`src/rtl/axi4lite_req_master_if.sv`:
```
// AXI4-lite bus bundle with clock/reset; master and slave views.
// ALEN (address width) defaults to 32 when not defined externally.
`ifndef ALEN
`define ALEN 32
`endif

interface axi4lite (
  input logic aclk,
  input logic aresetn
);
  logic [`ALEN-1:0] awaddr;
  logic [2:0]       awprot;
  logic             awvalid;
  logic             awready;
  logic [63:0]      wdata;
  logic [7:0]       wstrb;
  logic             wvalid;
  logic             wready;
  logic [1:0]       bresp;
  logic             bvalid;
  logic             bready;
  logic [`ALEN-1:0] araddr;
  logic [2:0]       arprot;
  logic             arvalid;
  logic             arready;
  logic [63:0]      rdata;
  logic [1:0]       rresp;
  logic             rvalid;
  logic             rready;

  modport master (
    input  aclk, aresetn,
    output awaddr, awprot, awvalid,
    input  awready,
    output wdata, wstrb, wvalid,
    input  wready,
    input  bresp, bvalid,
    output bready,
    output araddr, arprot, arvalid,
    input  arready,
    input  rdata, rresp, rvalid,
    output rready
  );

  modport slave (
    input  aclk, aresetn,
    input  awaddr, awprot, awvalid,
    output awready,
    input  wdata, wstrb, wvalid,
    output wready,
    output bresp, bvalid,
    input  bready,
    input  araddr, arprot, arvalid,
    output arready,
    output rdata, rresp, rvalid,
    input  rready
  );
endinterface

```
`src/rtl/axi4lite_req_master.sv`:
```
// Single-outstanding AXI4-lite initiator behind a valid/ready request port.
// Option: AXI4LITE_REQ_MASTER_ALIGN_CHECK_EN rejects misaligned requests locally.
`ifndef ALEN
`define ALEN 32
`endif

module axi4lite_req_master #(
  parameter logic [`ALEN-1:0] ADDR_MASK = {`ALEN{1'b1}}
) (
  axi4lite.master          bus,
  input  logic             req_valid,
  output logic             req_ready,
  input  logic             req_write,
  input  logic [`ALEN-1:0] req_addr,
  input  logic [63:0]      req_wdata,
  input  logic [7:0]       req_wstrb,
  output logic             rsp_valid,
  input  logic             rsp_ready,
  output logic             rsp_write,
  output logic [63:0]      rsp_rdata,
  output logic [1:0]       rsp_resp
);

  typedef enum logic [2:0] {
    IDLE, WR, WB, RA, RD, RSP
  } state_t;

  state_t           state_q, state_d;
  logic             req_ready_d;
  logic             awvalid_q, awvalid_d;
  logic             wvalid_q, wvalid_d;
  logic             bready_q, bready_d;
  logic             arvalid_q, arvalid_d;
  logic             rready_q, rready_d;
  logic [`ALEN-1:0] addr_q, addr_d;
  logic [63:0]      wdata_q, wdata_d;
  logic [7:0]       wstrb_q, wstrb_d;
  logic             rsp_valid_d;
  logic             rsp_write_d;
  logic [63:0]      rsp_rdata_d;
  logic [1:0]       rsp_resp_d;

`ifdef AXI4LITE_REQ_MASTER_ALIGN_CHECK_EN
  localparam logic [1:0] AXI4LITE_RESP_SLVERR = 2'b10;
  logic misaligned;
  assign misaligned = |req_addr[2:0];
`endif

  always_comb begin
    state_d     = state_q;
    req_ready_d = req_ready;
    awvalid_d   = awvalid_q;
    wvalid_d    = wvalid_q;
    bready_d    = bready_q;
    arvalid_d   = arvalid_q;
    rready_d    = rready_q;
    addr_d      = addr_q;
    wdata_d     = wdata_q;
    wstrb_d     = wstrb_q;
    rsp_valid_d = rsp_valid;
    rsp_write_d = rsp_write;
    rsp_rdata_d = rsp_rdata;
    rsp_resp_d  = rsp_resp;
    unique case (state_q)
      IDLE: begin
        if (req_valid && req_ready) begin
          addr_d      = req_addr & ADDR_MASK;
          wdata_d     = req_wdata;
          wstrb_d     = req_wstrb;
          req_ready_d = 1'b0;
`ifdef AXI4LITE_REQ_MASTER_ALIGN_CHECK_EN
          if (misaligned) begin
            state_d     = RSP;
            rsp_valid_d = 1'b1;
            rsp_write_d = req_write;
            rsp_rdata_d = '0;
            rsp_resp_d  = AXI4LITE_RESP_SLVERR;
          end else
`endif
          if (req_write) begin
            state_d   = WR;
            awvalid_d = 1'b1;
            wvalid_d  = 1'b1;
          end else begin
            state_d   = RA;
            arvalid_d = 1'b1;
          end
        end
      end
      WR: begin
        if (awvalid_q && bus.awready) awvalid_d = 1'b0;
        if (wvalid_q && bus.wready)   wvalid_d  = 1'b0;
        if (!awvalid_d && !wvalid_d) begin
          state_d  = WB;
          bready_d = 1'b1;
        end
      end
      WB: begin
        if (bus.bvalid && bready_q) begin
          state_d     = RSP;
          bready_d    = 1'b0;
          rsp_valid_d = 1'b1;
          rsp_write_d = 1'b1;
          rsp_rdata_d = '0;
          rsp_resp_d  = bus.bresp;
        end
      end
      RA: begin
        if (bus.arready) begin
          state_d   = RD;
          arvalid_d = 1'b0;
          rready_d  = 1'b1;
        end
      end
      RD: begin
        if (bus.rvalid && rready_q) begin
          state_d     = RSP;
          rready_d    = 1'b0;
          rsp_valid_d = 1'b1;
          rsp_write_d = 1'b0;
          rsp_rdata_d = bus.rdata;
          rsp_resp_d  = bus.rresp;
        end
      end
      RSP: begin
        if (rsp_ready) begin
          state_d     = IDLE;
          rsp_valid_d = 1'b0;
          req_ready_d = 1'b1;
        end
      end
      default: state_d = IDLE;
    endcase
  end

  always_ff @(posedge bus.aclk) begin
    if (!bus.aresetn) begin
      state_q   <= IDLE;
      req_ready <= 1'b1;
      awvalid_q <= 1'b0;
      wvalid_q  <= 1'b0;
      bready_q  <= 1'b0;
      arvalid_q <= 1'b0;
      rready_q  <= 1'b0;
      addr_q    <= '0;
      wdata_q   <= '0;
      wstrb_q   <= '0;
      rsp_valid <= 1'b0;
      rsp_write <= 1'b0;
      rsp_rdata <= '0;
      rsp_resp  <= '0;
    end else begin
      state_q   <= state_d;
      req_ready <= req_ready_d;
      awvalid_q <= awvalid_d;
      wvalid_q  <= wvalid_d;
      bready_q  <= bready_d;
      arvalid_q <= arvalid_d;
      rready_q  <= rready_d;
      addr_q    <= addr_d;
      wdata_q   <= wdata_d;
      wstrb_q   <= wstrb_d;
      rsp_valid <= rsp_valid_d;
      rsp_write <= rsp_write_d;
      rsp_rdata <= rsp_rdata_d;
      rsp_resp  <= rsp_resp_d;
    end
  end

  // Address is shared by both channels; only one is ever valid.
  assign bus.awaddr  = addr_q;
  assign bus.araddr  = addr_q;
  assign bus.awprot  = 3'b000;
  assign bus.arprot  = 3'b000;
  assign bus.awvalid = awvalid_q;
  assign bus.wvalid  = wvalid_q;
  assign bus.wdata   = wdata_q;
  assign bus.wstrb   = wstrb_q;
  assign bus.bready  = bready_q;
  assign bus.arvalid = arvalid_q;
  assign bus.rready  = rready_q;

endmodule

```
`src/flat_wrapper.sv`:
```
// flat-port wrapper written by rule: the top's interface ports become plain ports
module axi4lite_req_master_flat 
#(
  parameter logic [`ALEN-1:0] ADDR_MASK = {`ALEN{1'b1}}
)
  (req_valid, req_ready, req_write, req_addr, req_wdata, req_wstrb, rsp_valid, rsp_ready, rsp_write, rsp_rdata, rsp_resp, aclk, aresetn, bus_awaddr, bus_awprot, bus_awvalid, bus_awready, bus_wdata, bus_wstrb, bus_wvalid, bus_wready, bus_bresp, bus_bvalid, bus_bready, bus_araddr, bus_arprot, bus_arvalid, bus_arready, bus_rdata, bus_rresp, bus_rvalid, bus_rready);
  axi4lite bus_i (.aclk(aclk), .aresetn(aresetn));
  input  logic req_valid;
  output logic req_ready;
  input  logic req_write;
  input  logic [`ALEN-1:0] req_addr;
  input  logic [63:0] req_wdata;
  input  logic [7:0] req_wstrb;
  output logic rsp_valid;
  input  logic rsp_ready;
  output logic rsp_write;
  output logic [63:0] rsp_rdata;
  output logic [1:0] rsp_resp;
  input wire logic aclk;
  input wire logic aresetn;
  output wire logic [$bits(bus_i.awaddr)-1:0] bus_awaddr;
  output wire logic [$bits(bus_i.awprot)-1:0] bus_awprot;
  output wire logic [$bits(bus_i.awvalid)-1:0] bus_awvalid;
  input wire logic [$bits(bus_i.awready)-1:0] bus_awready;
  output wire logic [$bits(bus_i.wdata)-1:0] bus_wdata;
  output wire logic [$bits(bus_i.wstrb)-1:0] bus_wstrb;
  output wire logic [$bits(bus_i.wvalid)-1:0] bus_wvalid;
  input wire logic [$bits(bus_i.wready)-1:0] bus_wready;
  input wire logic [$bits(bus_i.bresp)-1:0] bus_bresp;
  input wire logic [$bits(bus_i.bvalid)-1:0] bus_bvalid;
  output wire logic [$bits(bus_i.bready)-1:0] bus_bready;
  output wire logic [$bits(bus_i.araddr)-1:0] bus_araddr;
  output wire logic [$bits(bus_i.arprot)-1:0] bus_arprot;
  output wire logic [$bits(bus_i.arvalid)-1:0] bus_arvalid;
  input wire logic [$bits(bus_i.arready)-1:0] bus_arready;
  input wire logic [$bits(bus_i.rdata)-1:0] bus_rdata;
  input wire logic [$bits(bus_i.rresp)-1:0] bus_rresp;
  input wire logic [$bits(bus_i.rvalid)-1:0] bus_rvalid;
  output wire logic [$bits(bus_i.rready)-1:0] bus_rready;
  assign bus_awaddr = bus_i.awaddr;
  assign bus_awprot = bus_i.awprot;
  assign bus_awvalid = bus_i.awvalid;
  assign bus_i.awready = bus_awready;
  assign bus_wdata = bus_i.wdata;
  assign bus_wstrb = bus_i.wstrb;
  assign bus_wvalid = bus_i.wvalid;
  assign bus_i.wready = bus_wready;
  assign bus_i.bresp = bus_bresp;
  assign bus_i.bvalid = bus_bvalid;
  assign bus_bready = bus_i.bready;
  assign bus_araddr = bus_i.araddr;
  assign bus_arprot = bus_i.arprot;
  assign bus_arvalid = bus_i.arvalid;
  assign bus_i.arready = bus_arready;
  assign bus_i.rdata = bus_rdata;
  assign bus_i.rresp = bus_rresp;
  assign bus_i.rvalid = bus_rvalid;
  assign bus_rready = bus_i.rready;
  axi4lite_req_master #(.ADDR_MASK(ADDR_MASK)) u_core (.bus(bus_i), .req_valid(req_valid), .req_ready(req_ready), .req_write(req_write), .req_addr(req_addr), .req_wdata(req_wdata), .req_wstrb(req_wstrb), .rsp_valid(rsp_valid), .rsp_ready(rsp_ready), .rsp_write(rsp_write), .rsp_rdata(rsp_rdata), .rsp_resp(rsp_resp));
endmodule
```
`config.mk`:
```
export PLATFORM = sky130hd
export DESIGN_NAME = axi4lite_req_master_flat
export DESIGN_NICKNAME = d
export VERILOG_FILES = /design/src/rtl/axi4lite_req_master_if.sv /design/src/rtl/axi4lite_req_master.sv /design/src/flat_wrapper.sv
export SDC_FILE = /design/constraint.sdc
export NUM_CORES = 1
export LEC_CHECK = 0
export BUFFER_PORTS_ARGS = -buffer_cell sky130_fd_sc_hd__buf_4
export CORE_AREA = 2 2 155 157
export CTS_BUF_LIST = sky130_fd_sc_hd__clkbuf_8
export DETAILED_ROUTE_END_ITERATION = 10
export DIE_AREA = 0 0 157 159
export HOLD_SLACK_MARGIN = 0.05
export SYNTH_ARGS = -nofsm -noshare
export SYNTH_HDL_FRONTEND = slang
export SYNTH_SLANG_ARGS = --single-unit
```
`constraint.sdc`:
```
create_clock -name aclk -period 2.8 [get_ports aclk]
set_input_delay 0.28 -clock aclk [delete_from_list [all_inputs] [get_ports aclk]]
set_output_delay 0.28 -clock aclk [all_outputs]
set_load 0.03 [all_outputs]
```
Word level (Yosys, flattened, before mapping)
Index checks and enable logic that the tools add are counted.
Word-level totals
  flip-flop bits (word level): 181
  bits in latches: 0
  RAM bits: 0
  ROM bits: 0
  input bits: 182
  logic and storage cells: 92
  memories: 0
Cells by class
  $add $sub $neg: 0
  multiply operators: 0
  div/mod/pow operators: 0
  order comparisons: 0
  equality and inequality tests: 13
  shift operators: 0
  mux-type cells: 40
  bitwise gates (word level): 0
  reductions and logical operators: 25
Operators with widths (count)
  $mux 64: 2
  $pmux 64 s2: 1
  $mux 1: 18
  $mux 3: 6
  $pmux 3 s6: 1
  $reduce_and 3->1: 5
  $pmux 1 s2: 7
  $reduce_bool 2->1: 6
  $ne 2x1->1 const B: 4
  $ne 2x2->1 const B: 4
  $reduce_and 4->1: 2
  $eq 3x2->1 const B: 2
  $eq 3x3->1 const B: 2
  $logic_and 1x1->1: 6
  $mux 2: 3
  $reduce_and 6->1: 1
  $pmux 2 s2: 1
  $eq 3x1->1 const B: 1
  $logic_not 3->1: 1
  $pmux 1 s3: 1
  $reduce_bool 3->1: 1
  $logic_not 1->1: 2
  $reduce_and 2->1: 1

Depth between registers and ports, before layout
  depth after elaboration: 7
  mapped depth: 7
  gate-level depth less buffers: 4

Worst setup path before layout
No wires, ideal clock.
  path kind: reg2reg
  start: reg u_core.req_ready
  end: reg u_core.req_ready
  library setup time: 0.114 ns
  arrival: 1.683 ns
  data required time: 2.686 ns
  slack: 1.003 ns
  cell stages (with the launch flop): 7
  period minus slack after synthesis: 1.797 ns
  cell sequence: dfxtp_1 -> nand2_1 -> or4_1 -> clkbuf_1 -> buf_4 -> buf_6 -> a21o_1
Between the ends
  word-level cells in the longest chain between the ends: 3
RTL lines
  from (decl): line axi4lite_req_master.sv:12  | output logic req_ready,
  from (signal assigned): line axi4lite_req_master.sv:154  | req_ready <= req_ready_d;
  $logic_and 1x1->1: line axi4lite_req_master.sv:66  | if (req_valid && req_ready) begin
  $ne 2x1->1 (no line)
  $reduce_and 3->1 (no line)
Every way passes these cells.
A chain may end at the register's enable or synchronous reset.

Worst setup path in the final report
  start: reg u_core.state_q[1]
  end: reg u_core.rsp_rdata[50]
Between the ends
  word-level cells in the longest chain between the ends: 3
RTL lines
  from (decl): line axi4lite_req_master.sv:28  | state_t state_q, state_d;
  from (signal assigned): line axi4lite_req_master.sv:153  | state_q <= state_d;
  $eq 3x3->1 / $eq 3x2->1 (equally long branches): line axi4lite_req_master.sv:64  | unique case (state_q)
  $ne 2x1->1 (no line) / $reduce_bool 2->1 (equally long branches)
  $reduce_and 3->1 (no line)
  to (signal assigned): line axi4lite_req_master.sv:165  | rsp_rdata <= rsp_rdata_d;
  to (decl): line axi4lite_req_master.sv:20  | output logic [63:0] rsp_rdata,
Parallel ways exist; a longest one is shown, timed or not.

==> flow_summary.toml <==
[synthesis]
yosys_warnings = 0
netlist_instances = 857
seq_area_frac_synth_pct = 49.80
synthArstFlopShare_pct = 0
synth-edff-count = 0
synth_seq_cells = 181
netlist_top_cells_area = "dfxtp_1 (50%), nand2_1 (15%), a21boi_0 (12%), a21boi_1 (6.0%), o21ai_0 (4.7%)"
synth.distinct_cells = 35
synth_top_area_share_pct = 49.80
avgSynthCellArea_um2 = 8.490
synth.cell_area_mm2 = 0.007276
ys.flop_type = "dfxtp_1"
yosys.area.top_type = "dfxtp_1"

[clocking]
cts_htree_levels = 4
clk_latency_ns = 0.46
cts-root-buf = "clkbuf_8"
cts_inserted_buffers = 17
path_clk_slew_ns = 0.11
clockBufferDepth = 2
cts_tree = "done"
cts_sinks = 181
cts_resized = 0

[worst_setup_path]
startpoint_type = "flip-flop"
crit_chain = "and4b_1 -> o2bb2ai_4 -> buf_4 -> o21ai_0 -> a21boi_0"
slowest_delay_ns = 0.68
required_ns = 3.18
reg2reg_slack_ns = 0.42
r2r-start = "u_core.state_q[1]"
reg2reg_depth = 5
crit_family = "compound AO/OA/AOI/OAI gates"
cpMaxStageDelayCell = "dfxtp_1"
path_class = "reg2reg"
arrival_ns = 2.76
r2r-end = "u_core.rsp_rdata[50]"
cp_max_fo = 35
cp.buffers_inverters = 1
cp-end-kind = "flip-flop"

[placed_design]
detailed_place.area_mm2 = 0.01015
place_hpwl_mm = 15.98
finalWeightedCongestion = 0.7563
io_buffers = 391

[sta]
setup_violations = 0
timing.hold.ws_ns = 0.09031
post-route-min-period_ns = 2.377
slew_viol_final = 0
finalHoldViolCount = 0
fin_setup_tns_ns = 0
rsz0062_at_grt = "false"
fin_crit_sh_pct = 84.90
fin_worst_skew_ns = 0.02059
tightest_slew_ns = 0.7920
slew_headroom_pct = 47.12
max_freq_mhz = 420.7

[floorplanning]
start_util_pct = 31.37
die_y_um = 159
core.rowCount = 56
fp.dieW_um = 157
core-area_mm2 = 0.02319
dieArea_mm2 = 0.02496
io_pins = 398

[routing]
dr_total_vias = 7375
drc_errors = 0
ant_nets = 0
routed_wl_mm = 24.23
dr.pass1.iters = 4
via_per_inst = 4.462
drt_iter0_drc = 377
drt-wirelength-per-cell_um = 14.66

[status]
outcome = "completed"

[power]
power_leakage_nw = 5.121
p_per_area_mw_per_mm2 = 700.3
peakVddDrop_uv = 265.2
power_w = 0.008377

[finish]
layout-drive-gt1-share_pct = 32.91
final_area_mm2 = 0.01196
antenna_cells = 0
num-nets-final = 1503
fillCellCount = 2155
syn_to_final_growth_pct = 64.40
final_common_cell = "buf_4"
final_cell_mix = "buf_4 (398), nand2_1 (287), dfxtp_1 (180)"

[hold_path]
hold_depth = 3
min_to = "u_core.rsp_rdata[47]"
min_path_type = "in2reg"
hold_start = "bus_rdata[47]"

[job]
max_cap_viol_count = 0

[grt]
grt_pass1_wl_mm = 37.64
antenna_found_initial = 0
grt_pass1_vias = 7202
grt_use_total_pct = 18.78
grt_max_degree = 76
gr-total-overflow = 0
## worst register-to-register path, stage by stage, from the launching register on
cell and delay (ns):
dfxtp_1 0.68, and4b_1 0.30, o2bb2ai_4 0.65, buf_4 0.36, o21ai_0 0.11, a21boi_0 0.23
## flip-flops by register name (all words and copies together), names as in the netlist
signal and count:
u_core.bus.araddr 32, u_core.bus.arvalid 1, u_core.bus.awvalid 1, u_core.bus.bready 1, u_core.bus.rready 1, u_core.bus.wdata 64
u_core.bus.wstrb 8, u_core.bus.wvalid 1, u_core.req_ready 1, u_core.rsp_rdata 64, u_core.rsp_resp 2, u_core.rsp_valid 1
u_core.rsp_write 1, u_core.state_q 3
## cells by family after synthesis
group / Yosys count / share of synthesized area, %
simple gates: 311 / 17.09
flops: 181 / 49.80
mux: 4 / 0.5847
compound gates: 252 / 23.92
buf+inv: 108 / 8.547
other cells: 1 / 0.05154
## per-layer routing
layer  track usage, %  part of all wire [%]  up-vias
li1                 -                     -     3693
met1            22.15                    42     3375
met2            32.04                    48      278
met3            6.478                   8.6       29
met4            5.546                   1.8        0
met5                0                     0        -
## worst max path at each step
stage	startpoint	to	slack (ns)	cells past startpoint
after floorplan	u_core.req_ready	u_core.req_ready	1.00	6
after global placement	u_core.state_q[1]	u_core.rsp_rdata[36]	0.52	5
after detailed placement	u_core.state_q[1]	u_core.rsp_rdata[55]	0.45	5
after CTS	u_core.state_q[1]	u_core.rsp_rdata[33]	0.45	5
after global routing	u_core.state_q[1]	u_core.rsp_rdata[42]	0.24	5
final	u_core.state_q[1]	u_core.rsp_rdata[50]	0.42	5
## report_power, final
group          internal [W]  switching [W]  total [W]
Sequential          0.00294       0.000284    0.00323
Combinational       0.00127        0.00218    0.00345
Clock              0.000642        0.00106    0.00170
Total               0.00485        0.00352    0.00838
## area by class of cell
cell class	count	area (um^2)	share of cell area (%)
Timing Repair Buffer	546	4499	37.62
Sequential cell	181	3625	30.30
Multi-Input combinational cell	573	3074	25.70
Tap cell	319	399.1	3.337
Clock buffer	17	234.0	1.956
Clock inverter	15	122.6	1.025
Inverter	2	7.507	0.06276
## synth_stat cells, drive strengths merged, types with 2 or more instances
master   number
nand2       287
dfxtp       181
a21boi      171
buf          72
o21ai        68
clkbuf       34
nor2          6
nor2b         4
inv           2
mux2          2
mux2i         2
nand2b        2
nand3         2
nand3b        2
nor3b         2
nor4          2
o2111ai       2
o21bai        2
o311a         2
## stage by stage
stage | cells | setup slack (ns) | utilization (%)
2_1_floorplan | 862 | 1.003 | -
3_3_place_gp | 1476 | 0.5226 | 43.78
3_5_place_dp | 1476 | 0.4522 | 43.78
4_1_cts | 1653 | 0.4523 | 51.58
5_1_grt | 1653 | 0.2421 | 51.58
6_report | 1653 | 0.4228 | 51.58
## repair_timing
item                                   in CTS  in global routing
endpoints found under the hold margin     145                  0
hold buffers                              145                  0
buffers inserted                            0                  0
Power figures use the tool's default switching activity.
